==> config.mk <==
export PLATFORM = sky130hd
export DESIGN_NAME = hamming_2d_serializer
export DESIGN_NICKNAME = d
export VERILOG_FILES = /design/src/rtl/hamming_2d_pkg.sv /design/src/rtl/hamming_cw_hold_reg.sv /design/src/rtl/hamming_2d_serializer.sv
export SDC_FILE = /design/constraint.sdc
export NUM_CORES = 1
export LEC_CHECK = 0
export BUFFER_PORTS_ARGS = -buffer_cell sky130_fd_sc_hd__buf_2
export CAP_MARGIN = 20
export CORE_MARGIN = 10
export CORE_UTILIZATION = 55
export CTS_CLUSTER_SIZE = 30
export DETAILED_ROUTE_END_ITERATION = 16
export HOLD_SLACK_MARGIN = 0.06
export PLACE_DENSITY = 0.76
export SLEW_MARGIN = 0
export SYNTH_ARGS = -nofsm -noshare
export SYNTH_HDL_FRONTEND = slang
export SYNTH_SLANG_ARGS = --single-unit
export TNS_END_PERCENT = 30
==> constraint.sdc <==
create_clock -name clk -period 2.4 [get_ports clk]
set_input_delay 0.12 -clock clk [delete_from_list [all_inputs] [get_ports clk]]
set_output_delay 0.12 -clock clk [all_outputs]
set_load 0.02 [all_outputs]
==> src/rtl/hamming_2d_pkg.sv <==
// rtl/hamming_2d_pkg.sv - shared constants, types and helpers for the 2D Hamming path
package hamming_2d_pkg;

  localparam int DATA_W     = 44;
  localparam int ROW_DATA_W = 11;
  localparam int ROW_CW_W   = 15;
  localparam int ROWS       = 4;
  localparam int COLS       = 15;
  localparam int COL_CW_W   = 7;
  localparam int CW_W       = 105;

  typedef enum logic {
    ST_IDLE = 1'b0,
    ST_SEND = 1'b1
  } ser_state_e;

  // Number of lane beats needed to carry one full codeword.
  function automatic int beats_for(input int lane_w);
    return (CW_W + lane_w - 1) / lane_w;
  endfunction

endpackage

==> src/rtl/hamming_cw_hold_reg.sv <==
// rtl/hamming_cw_hold_reg.sv - single-entry codeword holding slot with full flag
module hamming_cw_hold_reg
  import hamming_2d_pkg::*;
#(
  parameter int W = CW_W
) (
  input  logic         clk,
  input  logic         rst_n,
  input  logic         load_i,
  input  logic         take_i,
  input  logic [W-1:0] data_i,
  output logic         full_o,
  output logic [W-1:0] data_o
);

  logic         full_q, full_d;
  logic [W-1:0] data_q, data_d;

  // Take empties the slot; a load in the same cycle refills it with the new word.
  always_comb begin
    full_d = full_q;
    data_d = data_q;
    if (take_i) begin
      full_d = 1'b0;
    end
    if (load_i) begin
      full_d = 1'b1;
      data_d = data_i;
    end
  end

  // Slot storage with asynchronous clear.
  always_ff @(posedge clk or negedge rst_n) begin
    if (!rst_n) begin
      full_q <= 1'b0;
      data_q <= '0;
    end else begin
      full_q <= full_d;
      data_q <= data_d;
    end
  end

  assign full_o = full_q;
  assign data_o = data_q;

endmodule

==> src/rtl/hamming_2d_serializer.sv <==
// rtl/hamming_2d_serializer.sv - streams 105-bit codewords out LSB-first as LANE_W-bit beats
module hamming_2d_serializer
  import hamming_2d_pkg::*;
#(
  parameter int LANE_W = 8
) (
  input  logic              clk,
  input  logic              rst_n,
  input  logic              cw_valid,
  output logic              cw_ready,
  input  logic [CW_W-1:0]   cw_data,
  output logic              out_valid,
  input  logic              out_ready,
  output logic [LANE_W-1:0] out_data,
  output logic              out_sof,
  output logic              out_eof,
  output logic [7:0]        out_vbits,
  output logic              busy
);

  localparam int BEATS     = beats_for(LANE_W);
  localparam int LAST_BITS = CW_W - (BEATS - 1) * LANE_W;
  localparam int CNT_W     = (BEATS > 1) ? $clog2(BEATS) : 1;
  localparam logic [CNT_W-1:0] CNT_LAST = CNT_W'(BEATS - 1);
  localparam logic [7:0]       VB_LANE  = 8'(LANE_W);
  localparam logic [7:0]       VB_LAST  = 8'(LAST_BITS);

  ser_state_e        state_q, state_d;
  logic [CW_W-1:0]   act_q, act_d;
  logic [CNT_W-1:0]  cnt_q, cnt_d;

  logic              pend_full;
  logic [CW_W-1:0]   pend_data;
  logic              pend_load;
  logic              pend_take;

  logic              cw_xfer;
  logic              beat_xfer;
  logic              at_last;
  logic              sending;

  // Ready depends only on registered state; held low while reset is asserted.
  assign cw_ready  = rst_n && !pend_full;
  assign sending   = (state_q == ST_SEND);
  assign cw_xfer   = cw_valid && cw_ready;
  assign beat_xfer = sending && out_ready;
  assign at_last   = (cnt_q == CNT_LAST);

  hamming_cw_hold_reg #(
    .W (CW_W)
  ) u_pend (
    .clk    (clk),
    .rst_n  (rst_n),
    .load_i (pend_load),
    .take_i (pend_take),
    .data_i (cw_data),
    .full_o (pend_full),
    .data_o (pend_data)
  );

  // Next-state: load, shift or hand over to the pending / incoming codeword at frame end.
  always_comb begin
    state_d   = state_q;
    act_d     = act_q;
    cnt_d     = cnt_q;
    pend_load = 1'b0;
    pend_take = 1'b0;
    unique case (state_q)
      ST_IDLE: begin
        if (cw_xfer) begin
          act_d   = cw_data;
          cnt_d   = '0;
          state_d = ST_SEND;
        end
      end
      ST_SEND: begin
        if (beat_xfer && !at_last) begin
          act_d = act_q >> LANE_W;
          cnt_d = cnt_q + CNT_W'(1);
          if (cw_xfer) pend_load = 1'b1;
        end else if (beat_xfer && pend_full) begin
          act_d     = pend_data;
          cnt_d     = '0;
          pend_take = 1'b1;
        end else if (beat_xfer && cw_xfer) begin
          act_d = cw_data;
          cnt_d = '0;
        end else if (beat_xfer) begin
          cnt_d   = '0;
          state_d = ST_IDLE;
        end else if (cw_xfer) begin
          pend_load = 1'b1;
        end
      end
      default: state_d = ST_IDLE;
    endcase
  end

  // Active shift register, beat counter and state, all cleared asynchronously.
  always_ff @(posedge clk or negedge rst_n) begin
    if (!rst_n) begin
      state_q <= ST_IDLE;
      act_q   <= '0;
      cnt_q   <= '0;
    end else begin
      state_q <= state_d;
      act_q   <= act_d;
      cnt_q   <= cnt_d;
    end
  end

  // Beat outputs are gated by SEND so they read zero while idle or in reset.
  always_comb begin
    out_valid = sending;
    out_data  = sending ? act_q[LANE_W-1:0] : '0;
    out_sof   = sending && (cnt_q == '0);
    out_eof   = sending && at_last;
    out_vbits = !sending ? 8'd0 : (at_last ? VB_LAST : VB_LANE);
    busy      = sending || pend_full;
  end

endmodule
==> impl_results.html, run 1 <==
<table>
<tr><th>Metric</th><th>Value</th></tr>
<tr><th colspan="2">Status</th></tr>
<tr><td>Outcome</td><td>complete, no violations</td></tr>
<tr><th colspan="2">Floorplanning</th></tr>
<tr><td>Horizontal die dimension</td><td>160 um</td></tr>
<tr><td>Site Rows</td><td>51</td></tr>
<tr><td>Area of the die</td><td>25800 um^2</td></tr>
<tr><td>Initial core utilization</td><td>0.558</td></tr>
<tr><td>Y dimension of the die</td><td>160 um</td></tr>
<tr><td>Core outline area</td><td>19500 um^2</td></tr>
<tr><td>I/O pin total</td><td>130</td></tr>
<tr><th colspan="2">Routing</th></tr>
<tr><td>DRC</td><td>0</td></tr>
<tr><td>Detailed-route via count</td><td>9797</td></tr>
<tr><td>Total detailed-routing wirelength</td><td>33300 um</td></tr>
<tr><td>Wire length per cell</td><td>between 20 and 25 um</td></tr>
<tr><td>Post-detailed-route via-to-cell ratio</td><td>6.73</td></tr>
<tr><td>Number of violations reported at the end of detailed-routing iteration 0</td><td>896</td></tr>
<tr><td>Residual antenna-violating net count after detailed routing</td><td>0</td></tr>
<tr><td>Count of TritonRoute iterations in the first routing pass</td><td>5</td></tr>
<tr><th colspan="2">Placement</th></tr>
<tr><td>HPWL reported at the end of detailed placement</td><td>around 19000 um</td></tr>
<tr><td>Port bufs</td><td>123</td></tr>
<tr><td>Routability congestion estimate from global placement</td><td>0.826</td></tr>
<tr><td>Total placed instance area</td><td>11700 um^2</td></tr>
<tr><th colspan="2">Global route</th></tr>
<tr><td>Total overflow reported by the global router</td><td>0</td></tr>
<tr><td>Met3 usage</td><td>0.0450</td></tr>
<tr><td>Global-route track usage on met2</td><td>0.388</td></tr>
<tr><td>First-pass GRT wire length</td><td>between 50000 and 60000 um</td></tr>
<tr><td>M1 GR Usage</td><td>0.330</td></tr>
<tr><td>Number of global-route vias before repair</td><td>9806</td></tr>
<tr><td>Layer carrying the most global-route usage</td><td>met2</td></tr>
<tr><td>Number of antenna violations at the first check in global routing</td><td>0</td></tr>
<tr><td>Largest net degree at the start of global routing</td><td>118</td></tr>
<tr><td>Overall track demand over capacity in global routing</td><td>0.245</td></tr>
<tr><th colspan="2">Layout</th></tr>
<tr><td>Multi-input gate area</td><td>around 4600 um^2</td></tr>
<tr><td>Count of fill cells added during filler insertion</td><td>1440</td></tr>
<tr><td>Sequential cell area</td><td>5410 um^2</td></tr>
<tr><td>Area growth syn-to-layout</td><td>25.5%</td></tr>
<tr><td>Total non-filler cell area in the finished layout</td><td>13600 um^2</td></tr>
<tr><td>Number of nets at the end of the flow</td><td>1289</td></tr>
<tr><td>Share of the core filled with cells</td><td>0.700</td></tr>
<tr><td>Layout cell share with drive strength beyond 1</td><td>0.224</td></tr>
<tr><td>Inserted Diodes</td><td>0</td></tr>
<tr><th colspan="2">Yosys</th></tr>
<tr><td>Total of flip-flops plus latches after synthesis</td><td>roughly 220</td></tr>
<tr><td>Post-Syn Area</td><td>between 10000 and 15000 um^2</td></tr>
<tr><td>Compound-cell area share of the yosys netlist</td><td>0.180</td></tr>
<tr><td>Top FF cell, synth</td><td>sky130_fd_sc_hd__dfrtp_1</td></tr>
<tr><td>Simple-Gate Fraction of Synth Area</td><td>0.120</td></tr>
<tr><td>Cell variety after synth</td><td>41</td></tr>
<tr><td>Average instance area after synthesis</td><td>10.7 um^2</td></tr>
<tr><td>Post-Synth Adder-Cell Area</td><td>0.00346</td></tr>
<tr><td>Syn Inst Count</td><td>1018</td></tr>
<tr><td>Multiplexer area fraction after synthesis</td><td>0.109</td></tr>
<tr><td>Warning count from the yosys run</td><td>0</td></tr>
<tr><td>Most common cell in the synthesized netlist</td><td>sky130_fd_sc_hd__dfrtp_1</td></tr>
<tr><td>Ys async rst share</td><td>1.00</td></tr>
<tr><td>Most instantiated cells after synthesis</td><td>sky130_fd_sc_hd__dfrtp_1, sky130_fd_sc_hd__o32ai_1, sky130_fd_sc_hd__inv_1</td></tr>
<tr><td>Number of enable-type register cells in the synthesized netlist</td><td>0</td></tr>
<tr><td>Xor-xnor portion of the synthesized cell area</td><td>0</td></tr>
<tr><td>Portion of the post-synthesis area used by sequential elements</td><td>0.498</td></tr>
<tr><td>Most area-hungry cell type in the Yosys netlist</td><td>sky130_fd_sc_hd__dfrtp_1</td></tr>
<tr><td>Area contributors post-synth</td><td>sky130_fd_sc_hd__dfrtp_1, sky130_fd_sc_hd__o32ai_1, sky130_fd_sc_hd__a32oi_1</td></tr>
<tr><td>Proportion of netlist area held by the largest area contributor</td><td>0.498</td></tr>
<tr><td>Main combinational cell family by area after synthesis</td><td>compound AO/OA/AOI/OAI gates</td></tr>
<tr><th colspan="2">Setup path</th></tr>
<tr><td>Crit-path max cell delay</td><td>0.44 ns</td></tr>
<tr><td>Category of the critical setup timing path</td><td>reg2out</td></tr>
<tr><td>Arrival @ worst endpoint</td><td>~2.2 ns</td></tr>
<tr><td>Cell with the biggest individual delay on the critical path</td><td>sky130_fd_sc_hd__dfrtp_1</td></tr>
<tr><td>Startpoint class of the critical path</td><td>flip-flop</td></tr>
<tr><td>CP cell instances</td><td>inv_2 -&gt; ha_4 -&gt; nand3_4 -&gt; buf_12 -&gt; nor2_1 -&gt; buf_2</td></tr>
<tr><td>CP max FO</td><td>31</td></tr>
<tr><td>Nature of the critical path endpoint</td><td>output pin</td></tr>
<tr><td>Required time of the worst setup path</td><td>2.28 ns</td></tr>
<tr><th colspan="2">STA</th></tr>
<tr><td>Worst Hold Margin</td><td>about 0.24 ns</td></tr>
<tr><td>Final count of negative-setup-slack endpoints</td><td>0</td></tr>
<tr><td>Total count of hold-check failures in the final report</td><td>0</td></tr>
<tr><td>Final period demand of the worst path</td><td>between 2 and 2.5 ns</td></tr>
<tr><td>Period utilization</td><td>0.956</td></tr>
<tr><td>Worst-case headroom to the max-slew limit</td><td>0.434</td></tr>
<tr><td>Worst slew pin tran</td><td>between 0.8 and 0.9 ns</td></tr>
<tr><td>Final max-slew violation count</td><td>0</td></tr>
<tr><td>Top achievable clock speed</td><td>around 440 MHz</td></tr>
<tr><td>Setup repair after global routing missed its margin</td><td>false</td></tr>
<tr><td>Final-layout setup total negative slack</td><td>0 ns</td></tr>
<tr><td>Fin Clk Skew</td><td>0.0138 ns</td></tr>
<tr><th colspan="2">Run</th></tr>
<tr><td>Max-cap viol count</td><td>0</td></tr>
<tr><th colspan="2">Clock tree</th></tr>
<tr><td>Worst-Skew Late Latency</td><td>0.53 ns</td></tr>
<tr><td>Clock Pin Slew Worst Setup and Hold Paths</td><td>0.06 ns</td></tr>
<tr><td>Clock root buffer master</td><td>sky130_fd_sc_hd__clkbuf_16</td></tr>
<tr><td>Number of buffers added for setup after CTS</td><td>0</td></tr>
<tr><td>Clock tree from TritonCTS</td><td>done</td></tr>
<tr><td>Max Root-Sink Buffers</td><td>3</td></tr>
<tr><td>Inserted Clock Buffers</td><td>24</td></tr>
<tr><td># H-tree levels</td><td>1</td></tr>
<tr><td>Sink Count</td><td>216</td></tr>
<tr><th colspan="2">Power</th></tr>
<tr><td>Total power density per cell area</td><td>1090 nW/um^2</td></tr>
<tr><td>Total power of the final layout</td><td>roughly 15 mW</td></tr>
<tr><td>Leakage dissipation</td><td>between 5 and 6 nW</td></tr>
<tr><td>Peak ir drop on the vdd network</td><td>0.611 mV</td></tr>
<tr><th colspan="2">Hold path</th></tr>
<tr><td>Type of the tightest min-delay check</td><td>in2reg</td></tr>
</table>
[metrics by stage]
stage               setup WS [ns]  std cells
global route               0.0260       1455
detailed placement          0.165       1306
floorplan                   0.287       1023
finish                      0.106       1455
global placement            0.223       1306
CTS                        0.0219       1453
[logic make-up (layout without fill, tap and decap cells)]
kind of cell               count (synthesis)  in the layout
other                                      1              6
and+or+nand+nor                          233            233
adders and majority gates                  3              3
muxes                                    105            105
buffers and inverters                    236            403
DFF                                      216            216
AOI/OAI and AO/OA                        224            224
[final timing paths]
check / startpoint / to / slack (ns) / depth (start not counted)
worst max-delay path: cnt_q[1]$_DFFE_PN0P_ / out_vbits[0] / 0.11 / 6
worst min register to register: u_pend.data_o[74]$_DFFE_PN0P_ / u_pend.data_o[74]$_DFFE_PN0P_ / 0.49 / 1
min in group asynchronous: rst_n / u_pend.data_o[58]$_DFFE_PN0P_ / 0.28 / 3
max in group asynchronous: rst_n / out_valid$_DFF_PN0_ / 1.07 / 4
worst min-delay path: cw_valid / cnt_q[1]$_DFFE_PN0P_ / 0.24 / 3
worst max register to register: cnt_q[1]$_DFFE_PN0P_ / u_pend.data_o[2]$_DFFE_PN0P_ / 0.21 / 6
[layout make-up]
| class | count | area share |
|---|---|---|
| flip-flops and latches | 216 | 0.397 |
| multi-input cells | 571 | 0.335 |
| repair buffers | 263 | 0.161 |
| clock buffers | 36 | 0.0511 |
| inverters | 101 | 0.0278 |
| well taps | 265 | 0.0243 |
| clock inverters | 3 | 0.00377 |
[where the power goes]
part	switching, mW	internal [mW]
registers	1.11	5.49
clock network	1.46	2.09
logic	2.59	2.08
total	5.16	9.66
[state kept, by name (all words and copies together), names as in the netlist]
register / count
act_q: 105
u_pend.data_o: 105
cnt_q: 4
out_valid: 1
u_pend.full_o: 1
[layer usage]
layer / up-vias / wire (um) / share of wire
li1: 4272 / - / -
met4: 0 / 1120 / 0.034
met5: - / 0 / 0
met1: 4912 / 13400 / 0.40
met2: 521 / 16100 / 0.48
met3: 92 / 2730 / 0.082
[worst max-delay path, delay by kind of cell (launching register included)]
family | cells | cell delay (ns)
adder cells (fa/ha/maj) | 1 | 0.17
buffers and inverters | 3 | 0.61
AND/OR/NAND/NOR | 2 | 0.42
flip-flops | 1 | 0.44
[repair_timing]
action | in CTS | in global routing
resized for setup | 3 | 3
setup endpoints to repair | 4 | 4
gates cloned | 0 | 1
hold buffers | 108 | 0
hold endpoints to repair | 266 | 0
pin swaps | 0 | 0
[cells in the final DEF (no fill, tap or decap), types with 2 or more instances in the layout]
cell,count
sky130_fd_sc_hd__inv_2,2
sky130_fd_sc_hd__nor2b_1,3
sky130_fd_sc_hd__o21ai_0,3
sky130_fd_sc_hd__conb_1,6
sky130_fd_sc_hd__a32oi_1,97
sky130_fd_sc_hd__nor4_1,97
sky130_fd_sc_hd__inv_1,98
sky130_fd_sc_hd__nor3_1,97
sky130_fd_sc_hd__a2bb2oi_1,8
sky130_fd_sc_hd__buf_2,122
sky130_fd_sc_hd__mux2_1,39
sky130_fd_sc_hd__mux2_2,66
sky130_fd_sc_hd__nand3_1,9
sky130_fd_sc_hd__buf_12,16
sky130_fd_sc_hd__dfrtp_1,215
sky130_fd_sc_hd__buf_4,13
sky130_fd_sc_hd__o32ai_1,105
sky130_fd_sc_hd__dlygate4sd3_1,108
sky130_fd_sc_hd__clkbuf_16,25
sky130_fd_sc_hd__nor2_1,10
sky130_fd_sc_hd__a31oi_1,2
sky130_fd_sc_hd__clkbuf_1,7
sky130_fd_sc_hd__nand2_1,4
sky130_fd_sc_hd__ha_1,2
sky130_fd_sc_hd__buf_8,2
sky130_fd_sc_hd__clkbuf_8,5
Power figures use the tool's default switching activity.
==> inputs of run 2 (changes only) <==
--- a/config.mk
+++ b/config.mk
@@ -7,6 +7,7 @@
 export LEC_CHECK = 0
 export BUFFER_PORTS_ARGS = -buffer_cell sky130_fd_sc_hd__buf_2
 export CAP_MARGIN = 20
+export CORE_ASPECT_RATIO = 1.5
 export CORE_MARGIN = 10
 export CORE_UTILIZATION = 55
 export CTS_CLUSTER_SIZE = 30
==> impl_results.html, run 2 (same netlist as run 1, synthesis figures left out) <==
<table>
<tr><th>Metric</th><th>Value</th></tr>
<tr><th colspan="2">Status</th></tr>
<tr><td>Outcome</td><td>complete, no violations</td></tr>
<tr><th colspan="2">Setup path</th></tr>
<tr><td>Startpoint of the worst register-to-register path</td><td>cnt_q[1]$_DFFE_PN0P_</td></tr>
<tr><td>R2R depth</td><td>6</td></tr>
<tr><td>Largest delay share family, worst path</td><td>buffers and inverters</td></tr>
<tr><td>Cell with the biggest individual delay on the critical path</td><td>sky130_fd_sc_hd__dfrtp_1</td></tr>
<tr><td>CP cell instances</td><td>inv_1 -&gt; ha_2 -&gt; and3_4 -&gt; buf_16 -&gt; nor2_1 -&gt; buf_2</td></tr>
<tr><td>Required time of the worst setup path</td><td>between 2 and 2.5 ns</td></tr>
<tr><td>Arrival @ worst endpoint</td><td>roughly 2.2 ns</td></tr>
<tr><td>Crit-path max cell delay</td><td>approximately 0.42 ns</td></tr>
<tr><td>Nature of the critical path endpoint</td><td>output pin</td></tr>
<tr><td>Endpoint of the lowest-slack register-to-register path</td><td>u_pend.data_o[60]$_DFFE_PN0P_</td></tr>
<tr><td>Startpoint class of the critical path</td><td>flip-flop</td></tr>
<tr><td>Crit path buf inv count</td><td>3</td></tr>
<tr><td>Setup slack of the worst register-to-register path</td><td>around 0.2 ns</td></tr>
<tr><td>Category of the critical setup timing path</td><td>reg2out</td></tr>
<tr><td>CP max FO</td><td>108</td></tr>
<tr><th colspan="2">STA</th></tr>
<tr><td>Final period demand of the worst path</td><td>around 2.3 ns</td></tr>
<tr><td>Final max-slew violation count</td><td>0</td></tr>
<tr><td>Final count of negative-setup-slack endpoints</td><td>0</td></tr>
<tr><td>Period utilization</td><td>0.972</td></tr>
<tr><td>Top achievable clock speed</td><td>429 MHz</td></tr>
<tr><td>Worst-case headroom to the max-slew limit</td><td>0.423</td></tr>
<tr><td>Final-layout setup total negative slack</td><td>0 ns</td></tr>
<tr><td>Fin Clk Skew</td><td>0.00938 ns</td></tr>
<tr><td>Setup repair after global routing missed its margin</td><td>false</td></tr>
<tr><td>Worst slew pin tran</td><td>between 0.8 and 0.9 ns</td></tr>
<tr><td>Total count of hold-check failures in the final report</td><td>0</td></tr>
<tr><td>Worst Hold Margin</td><td>0.0768 ns</td></tr>
<tr><th colspan="2">Clock tree</th></tr>
<tr><td>Inserted Clock Buffers</td><td>22</td></tr>
<tr><td>Max Root-Sink Buffers</td><td>3</td></tr>
<tr><td>Worst-Skew Late Latency</td><td>0.51 ns</td></tr>
<tr><td>Clock root buffer master</td><td>sky130_fd_sc_hd__clkbuf_16</td></tr>
<tr><td>Clock Pin Slew Worst Setup and Hold Paths</td><td>0.06 ns</td></tr>
<tr><td># H-tree levels</td><td>1</td></tr>
<tr><td>Number of buffers added for setup after CTS</td><td>0</td></tr>
<tr><td>Clock tree from TritonCTS</td><td>done</td></tr>
<tr><td>Sink Count</td><td>216</td></tr>
<tr><th colspan="2">Global route</th></tr>
<tr><td>Number of antenna violations at the first check in global routing</td><td>2</td></tr>
<tr><td>Total overflow reported by the global router</td><td>0</td></tr>
<tr><td>First-pass GRT wire length</td><td>54000 um</td></tr>
<tr><td>Largest net degree at the start of global routing</td><td>109</td></tr>
<tr><td>Number of global-route vias before repair</td><td>10133</td></tr>
<tr><td>Overall track demand over capacity in global routing</td><td>0.252</td></tr>
<tr><th colspan="2">Layout</th></tr>
<tr><td>Layout cell share with drive strength beyond 1</td><td>0.229</td></tr>
<tr><td>Area growth syn-to-layout</td><td>25.3%</td></tr>
<tr><td>Share of the core filled with cells</td><td>0.704</td></tr>
<tr><td>Most frequent cells in the layout</td><td>sky130_fd_sc_hd__dfrtp_1, sky130_fd_sc_hd__buf_2, sky130_fd_sc_hd__dlygate4sd3_1</td></tr>
<tr><td>Most common cell after layout, fill and taps aside</td><td>sky130_fd_sc_hd__dfrtp_1</td></tr>
<tr><td>Number of nets at the end of the flow</td><td>1291</td></tr>
<tr><th colspan="2">Routing</th></tr>
<tr><td>Count of TritonRoute iterations in the first routing pass</td><td>5</td></tr>
<tr><td>Wire length per cell</td><td>between 20 and 25 um</td></tr>
<tr><td>DRC</td><td>0</td></tr>
<tr><td>Detailed-route via count</td><td>9866</td></tr>
<tr><td>Total detailed-routing wirelength</td><td>33500 um</td></tr>
<tr><td>Residual antenna-violating net count after detailed routing</td><td>0</td></tr>
<tr><td>Number of violations reported at the end of detailed-routing iteration 0</td><td>1189</td></tr>
<tr><td>Post-detailed-route via-to-cell ratio</td><td>6.79</td></tr>
<tr><th colspan="2">Floorplanning</th></tr>
<tr><td>Area of the die</td><td>25900 um^2</td></tr>
<tr><td>Core outline area</td><td>19300 um^2</td></tr>
<tr><td>Y dimension of the die</td><td>192 um</td></tr>
<tr><td>I/O pin total</td><td>130</td></tr>
<tr><td>Initial core utilization</td><td>0.562</td></tr>
<tr><td>Site Rows</td><td>62</td></tr>
<tr><td>Horizontal die dimension</td><td>135 um</td></tr>
<tr><th colspan="2">Hold path</th></tr>
<tr><td>Hold EP</td><td>cnt_q[0]$_DFFE_PN0P_</td></tr>
<tr><td>Cell depth of the worst hold path</td><td>3</td></tr>
<tr><td>Type of the tightest min-delay check</td><td>in2reg</td></tr>
<tr><td>Start point of the worst min-delay path</td><td>out_ready</td></tr>
<tr><th colspan="2">Placement</th></tr>
<tr><td>HPWL reported at the end of detailed placement</td><td>18900 um</td></tr>
<tr><td>Port bufs</td><td>123</td></tr>
<tr><td>Routability congestion estimate from global placement</td><td>slightly above 0.8</td></tr>
<tr><th colspan="2">Power</th></tr>
<tr><td>Total power density per cell area</td><td>1090 nW/um^2</td></tr>
<tr><td>Peak ir drop on the vdd network</td><td>between 0.8 and 0.9 mV</td></tr>
<tr><td>Reg power frac</td><td>0.444</td></tr>
<tr><td>Leakage dissipation</td><td>5.69 nW</td></tr>
<tr><td>Combinational fraction of design power</td><td>0.317</td></tr>
<tr><td>Share of power burned in the clock network</td><td>0.238</td></tr>
<tr><td>Internal power component</td><td>9.67 mW</td></tr>
<tr><td>Switching portion of total power</td><td>0.348</td></tr>
<tr><td>Switching Power</td><td>roughly 5 mW</td></tr>
<tr><td>Total power of the final layout</td><td>14.8 mW</td></tr>
<tr><th colspan="2">Run</th></tr>
<tr><td>Max-cap viol count</td><td>0</td></tr>
</table>
[run 2: cell types whose count changed in the layout (fill, tap and decap cells not counted), moves of 2 or more]
| cell | change |
|---|---|
| sky130_fd_sc_hd__buf_4 | +6 |
| sky130_fd_sc_hd__clkbuf_1 | -3 |
| sky130_fd_sc_hd__clkinv_2 | +4 |
| sky130_fd_sc_hd__diode_2 | +2 |
| sky130_fd_sc_hd__clkbuf_16 | -2 |
[run 2: worst max-delay path by stage]
stage	start	endpoint	slack, ns	cells after the start
floorplan	cnt_q[1]$_DFFE_PN0P_	u_pend.data_o[65]$_DFFE_PN0P_	0.29	8
finish	cnt_q[1]$_DFFE_PN0P_	out_vbits[3]	0.07	6
CTS	cnt_q[1]$_DFFE_PN0P_	out_vbits[3]	0.005	6
detailed placement	cnt_q[1]$_DFFE_PN0P_	u_pend.data_o[60]$_DFFE_PN0P_	0.17	6
global placement	cnt_q[1]$_DFFE_PN0P_	u_pend.data_o[63]$_DFFE_PN0P_	0.22	6
global route	cnt_q[1]$_DFFE_PN0P_	out_vbits[3]	0.007	6
[run 2: metal layers]
layer  vias to the layer above  part of all wire  GRT usage
li1                       4286                 -          -
met1                      4914              0.40      0.329
met2                       561              0.49      0.399
met3                       105             0.072     0.0350
met4                         0             0.047      0.135
met5                         -                 0          0
[run 2: repair_timing]
action	CTS	global route
gates resized for setup	0	3
hold endpoints to repair	423	0
hold buffers	107	0
endpoints found under the setup margin	0	4
[run 2: final cells by class]
class                      count  area, um^2
fill                        1334        5720
clock buffer                  31         646
inverter                     101         379
timing repair buffer         267        2210
clock inverter                 8        92.6
antenna                        2        5.00
multi-input combinational    571        4540
tap                          256         320
sequential                   216        5410
[run 2: stage by stage]
step	std cells	worst slack (ns)	instance area, um^2
after global placement	1304	0.216	11800
after detailed placement	1304	0.173	11800
after CTS	1450	0.00550	13600
after global routing	1452	0.00696	13600
after floorplan	1023	0.287	10900
final	1452	0.0679	13600
[run 2: power by group through the flow]
stage / Combinational [mW] / Sequential [mW] / Clock [mW]
5_1_grt: 5.14 / 6.77 / 3.72
3_3_place_gp: 4.32 / 6.51 / 0
4_1_cts: 4.65 / 6.54 / 3.56
6_report: 4.71 / 6.59 / 3.53
2_1_floorplan: 3.27 / 6.21 / 0
3_5_place_dp: 4.46 / 6.58 / 0
[run 2: worst reg2reg max path: stages, from the launching register on]
cell and delay (ns):
sky130_fd_sc_hd__dfrtp_1 0.41, sky130_fd_sc_hd__inv_1 0.10, sky130_fd_sc_hd__ha_2 0.22, sky130_fd_sc_hd__and3_4 0.22, sky130_fd_sc_hd__a211oi_4 0.29, sky130_fd_sc_hd__buf_12 0.40
sky130_fd_sc_hd__mux2_2 0.44
==> inputs of run 3 (changes only) <==
--- a/config.mk
+++ b/config.mk
@@ -8,12 +8,13 @@
 export BUFFER_PORTS_ARGS = -buffer_cell sky130_fd_sc_hd__buf_2
 export CAP_MARGIN = 20
 export CORE_ASPECT_RATIO = 1.5
-export CORE_MARGIN = 10
+export CORE_MARGIN = 2
 export CORE_UTILIZATION = 55
 export CTS_CLUSTER_SIZE = 30
 export DETAILED_ROUTE_END_ITERATION = 16
 export HOLD_SLACK_MARGIN = 0.06
 export PLACE_DENSITY = 0.76
+export REMOVE_ABC_BUFFERS = 1
 export SLEW_MARGIN = 0
 export SYNTH_ARGS = -nofsm -noshare
 export SYNTH_HDL_FRONTEND = slang
==> impl_results.html, run 3 (same netlist as run 1, synthesis figures left out) <==
<table>
<tr><th>Metric</th><th>Value</th></tr>
<tr><th colspan="2">Status</th></tr>
<tr><td>Outcome</td><td>complete, no violations</td></tr>
<tr><th colspan="2">Floorplanning</th></tr>
<tr><td>Initial core utilization</td><td>0.564</td></tr>
<tr><td>Core outline area</td><td>about 19000 um^2</td></tr>
<tr><td>Horizontal die dimension</td><td>119 um</td></tr>
<tr><td>Y dimension of the die</td><td>approximately 180 um</td></tr>
<tr><td>Area of the die</td><td>~21000 um^2</td></tr>
<tr><td>Site Rows</td><td>62</td></tr>
<tr><td>I/O pin total</td><td>130</td></tr>
<tr><th colspan="2">Setup path</th></tr>
<tr><td>Nature of the critical path endpoint</td><td>output pin</td></tr>
<tr><td>Crit-path max cell delay</td><td>between 0.5 and 0.6 ns</td></tr>
<tr><td>Arrival @ worst endpoint</td><td>around 2.2 ns</td></tr>
<tr><td>CP max FO</td><td>16</td></tr>
<tr><td>Startpoint class of the critical path</td><td>flip-flop</td></tr>
<tr><td>Largest delay share family, worst path</td><td>buffers and inverters</td></tr>
<tr><td>Capturing element of the worst setup path</td><td>out_sof</td></tr>
<tr><td>Category of the critical setup timing path</td><td>reg2out</td></tr>
<tr><td>Startpoint of the worst register-to-register path</td><td>cnt_q[0]$_DFFE_PN0P_</td></tr>
<tr><td>Crit path buf inv count</td><td>3</td></tr>
<tr><td>Number of logic stages on the critical path including buffering</td><td>4</td></tr>
<tr><td>Setup slack of the worst register-to-register path</td><td>0.20 ns</td></tr>
<tr><td>Setup crit start</td><td>out_valid$_DFF_PN0_</td></tr>
<tr><td>R2R depth</td><td>5</td></tr>
<tr><td>Endpoint of the lowest-slack register-to-register path</td><td>u_pend.data_o[61]$_DFFE_PN0P_</td></tr>
<tr><td>Cell with the biggest individual delay on the critical path</td><td>sky130_fd_sc_hd__dfrtp_2</td></tr>
<tr><td>Required time of the worst setup path</td><td>2.28 ns</td></tr>
<tr><td>CP cell instances</td><td>clkinv_1 -&gt; buf_4 -&gt; nor4b_1 -&gt; buf_2</td></tr>
<tr><th colspan="2">Layout</th></tr>
<tr><td>Area growth syn-to-layout</td><td>23.4%</td></tr>
<tr><td>Final std cells w/o fill</td><td>1439</td></tr>
<tr><td>Most frequent cells in the layout</td><td>sky130_fd_sc_hd__dfrtp_1, sky130_fd_sc_hd__buf_2, sky130_fd_sc_hd__dlygate4sd3_1</td></tr>
<tr><td>Number of nets at the end of the flow</td><td>1281</td></tr>
<tr><td>Most common cell after layout, fill and taps aside</td><td>sky130_fd_sc_hd__dfrtp_1</td></tr>
<tr><td>Layout cell share with drive strength beyond 1</td><td>0.224</td></tr>
<tr><th colspan="2">STA</th></tr>
<tr><td>Fin Clk Skew</td><td>0.00923 ns</td></tr>
<tr><td>Final-layout setup total negative slack</td><td>0 ns</td></tr>
<tr><td>Final max-slew violation count</td><td>0</td></tr>
<tr><td>Worst-case headroom to the max-slew limit</td><td>0.488</td></tr>
<tr><td>Period utilization</td><td>0.945</td></tr>
<tr><td>Final period demand of the worst path</td><td>2.27 ns</td></tr>
<tr><td>Top achievable clock speed</td><td>about 440 MHz</td></tr>
<tr><td>Final count of negative-setup-slack endpoints</td><td>0</td></tr>
<tr><td>Total count of hold-check failures in the final report</td><td>0</td></tr>
<tr><td>Setup repair after global routing missed its margin</td><td>false</td></tr>
<tr><td>Worst slew pin tran</td><td>between 0.7 and 0.8 ns</td></tr>
<tr><th colspan="2">Power</th></tr>
<tr><td>Peak ir drop on the vdd network</td><td>between 0.5 and 0.6 mV</td></tr>
<tr><td>Total power density per cell area</td><td>1060 nW/um^2</td></tr>
<tr><td>Leakage dissipation</td><td>5.59 nW</td></tr>
<tr><th colspan="2">Global route</th></tr>
<tr><td>Number of global-route vias before repair</td><td>10100</td></tr>
<tr><td>Number of antenna violations at the first check in global routing</td><td>0</td></tr>
<tr><td>Overall track demand over capacity in global routing</td><td>0.294</td></tr>
<tr><td>First-pass GRT wire length</td><td>50700 um</td></tr>
<tr><td>Largest net degree at the start of global routing</td><td>about 110</td></tr>
<tr><td>Total overflow reported by the global router</td><td>0</td></tr>
<tr><th colspan="2">Placement</th></tr>
<tr><td>HPWL reported at the end of detailed placement</td><td>16100 um</td></tr>
<tr><td>Port bufs</td><td>123</td></tr>
<tr><td>Number of cells after detailed placement</td><td>about 1300</td></tr>
<tr><td>Routability congestion estimate from global placement</td><td>0.817</td></tr>
<tr><th colspan="2">Hold path</th></tr>
<tr><td>Type of the tightest min-delay check</td><td>in2async</td></tr>
<tr><th colspan="2">Clock tree</th></tr>
<tr><td>Clock tree from TritonCTS</td><td>done</td></tr>
<tr><td>Worst-Skew Late Latency</td><td>0.50 ns</td></tr>
<tr><td># H-tree levels</td><td>1</td></tr>
<tr><td>Max Root-Sink Buffers</td><td>3</td></tr>
<tr><td>Clock root buffer master</td><td>sky130_fd_sc_hd__clkbuf_16</td></tr>
<tr><td>Clock Pin Slew Worst Setup and Hold Paths</td><td>0.06 ns</td></tr>
<tr><td>Inserted Clock Buffers</td><td>21</td></tr>
<tr><td>Sink Count</td><td>216</td></tr>
<tr><td>Number of buffers added for setup after CTS</td><td>0</td></tr>
<tr><th colspan="2">Routing</th></tr>
<tr><td>Residual antenna-violating net count after detailed routing</td><td>0</td></tr>
<tr><td>Post-detailed-route via-to-cell ratio</td><td>6.71</td></tr>
<tr><td>Number of violations reported at the end of detailed-routing iteration 0</td><td>1226</td></tr>
<tr><td>Count of TritonRoute iterations in the first routing pass</td><td>5</td></tr>
<tr><td>Total detailed-routing wirelength</td><td>30900 um</td></tr>
<tr><td>Detailed-route via count</td><td>9654</td></tr>
<tr><td>Wire length per cell</td><td>21.5 um</td></tr>
<tr><td>DRC</td><td>0</td></tr>
<tr><th colspan="2">Run</th></tr>
<tr><td>Max-cap viol count</td><td>0</td></tr>
</table>
[run 3: cell count changes in the layout (fill, tap and decap cells not counted), sizes merged]
cell         change
bufinv           -2
inv              -1
dlygate4sd3      -1
clkbuf           -4
clkinv           +3
buf              -8
[run 3: cell type report]
cell class	instances	area (um^2)
fill	1436	5840
sequential	216	5410
multi-input combinational	571	4550
timing repair buffer	258	2100
clock buffer	27	588
inverter	101	380
tap	256	320
clock inverter	8	42.5
antenna	2	5.00
[run 3: worst min-delay path by stage]
stage,slack (ns),start,cells past startpoint,to
3_3_place_gp,-0.01,rst_n,1,u_pend.data_o[40]$_DFFE_PN0P_
3_5_place_dp,-0.01,rst_n,1,u_pend.data_o[40]$_DFFE_PN0P_
5_1_grt,0.10,rst_n,2,u_pend.data_o[40]$_DFFE_PN0P_
4_1_cts,0.1,rst_n,2,u_pend.data_o[40]$_DFFE_PN0P_
6_report,0.08,rst_n,2,u_pend.data_o[40]$_DFFE_PN0P_
2_1_floorplan,-0.18,rst_n,0,act_q[0]$_DFFE_PN0P_
[run 3: what timing repair did]
action / CTS / global route
hold buffers: 106 / 0
hold endpoints to repair: 252 / 0
resized for setup: 0 / 5
endpoints found under the setup margin: 0 / 2
[run 3: per-layer routing]
metal / up-vias / routed length [um] / part of all wire / global-route usage
met2: 489 / 15100 / 0.49 / 0.483
met3: 89 / 2110 / 0.068 / 0.0378
met1: 4827 / 12400 / 0.40 / 0.383
met4: 0 / 1210 / 0.039 / 0.148
li1: 4249 / - / - / -
met5: - / 0 / 0 / 0
[run 3: metrics by stage]
step,hold WS (ns),worst slack [ns],total power [mW],cell area (um^2),util
after floorplan,-0.176,-5.99,9.43,10300,-
after global placement,-0.0142,0.218,10.7,11700,0.607
after detailed placement,-0.0132,0.141,10.9,11700,0.607
after CTS,0.0974,0.00247,14.2,13400,0.695
after global routing,0.103,0.0503,15.1,13400,0.696
final,0.0798,0.132,14.3,13400,0.696
[run 3: power breakdown]
part	total (mW)	switching [mW]	internal (mW)
clock	3.11	1.39	1.72
combinational	4.62	2.55	2.07
sequential	6.52	1.04	5.48
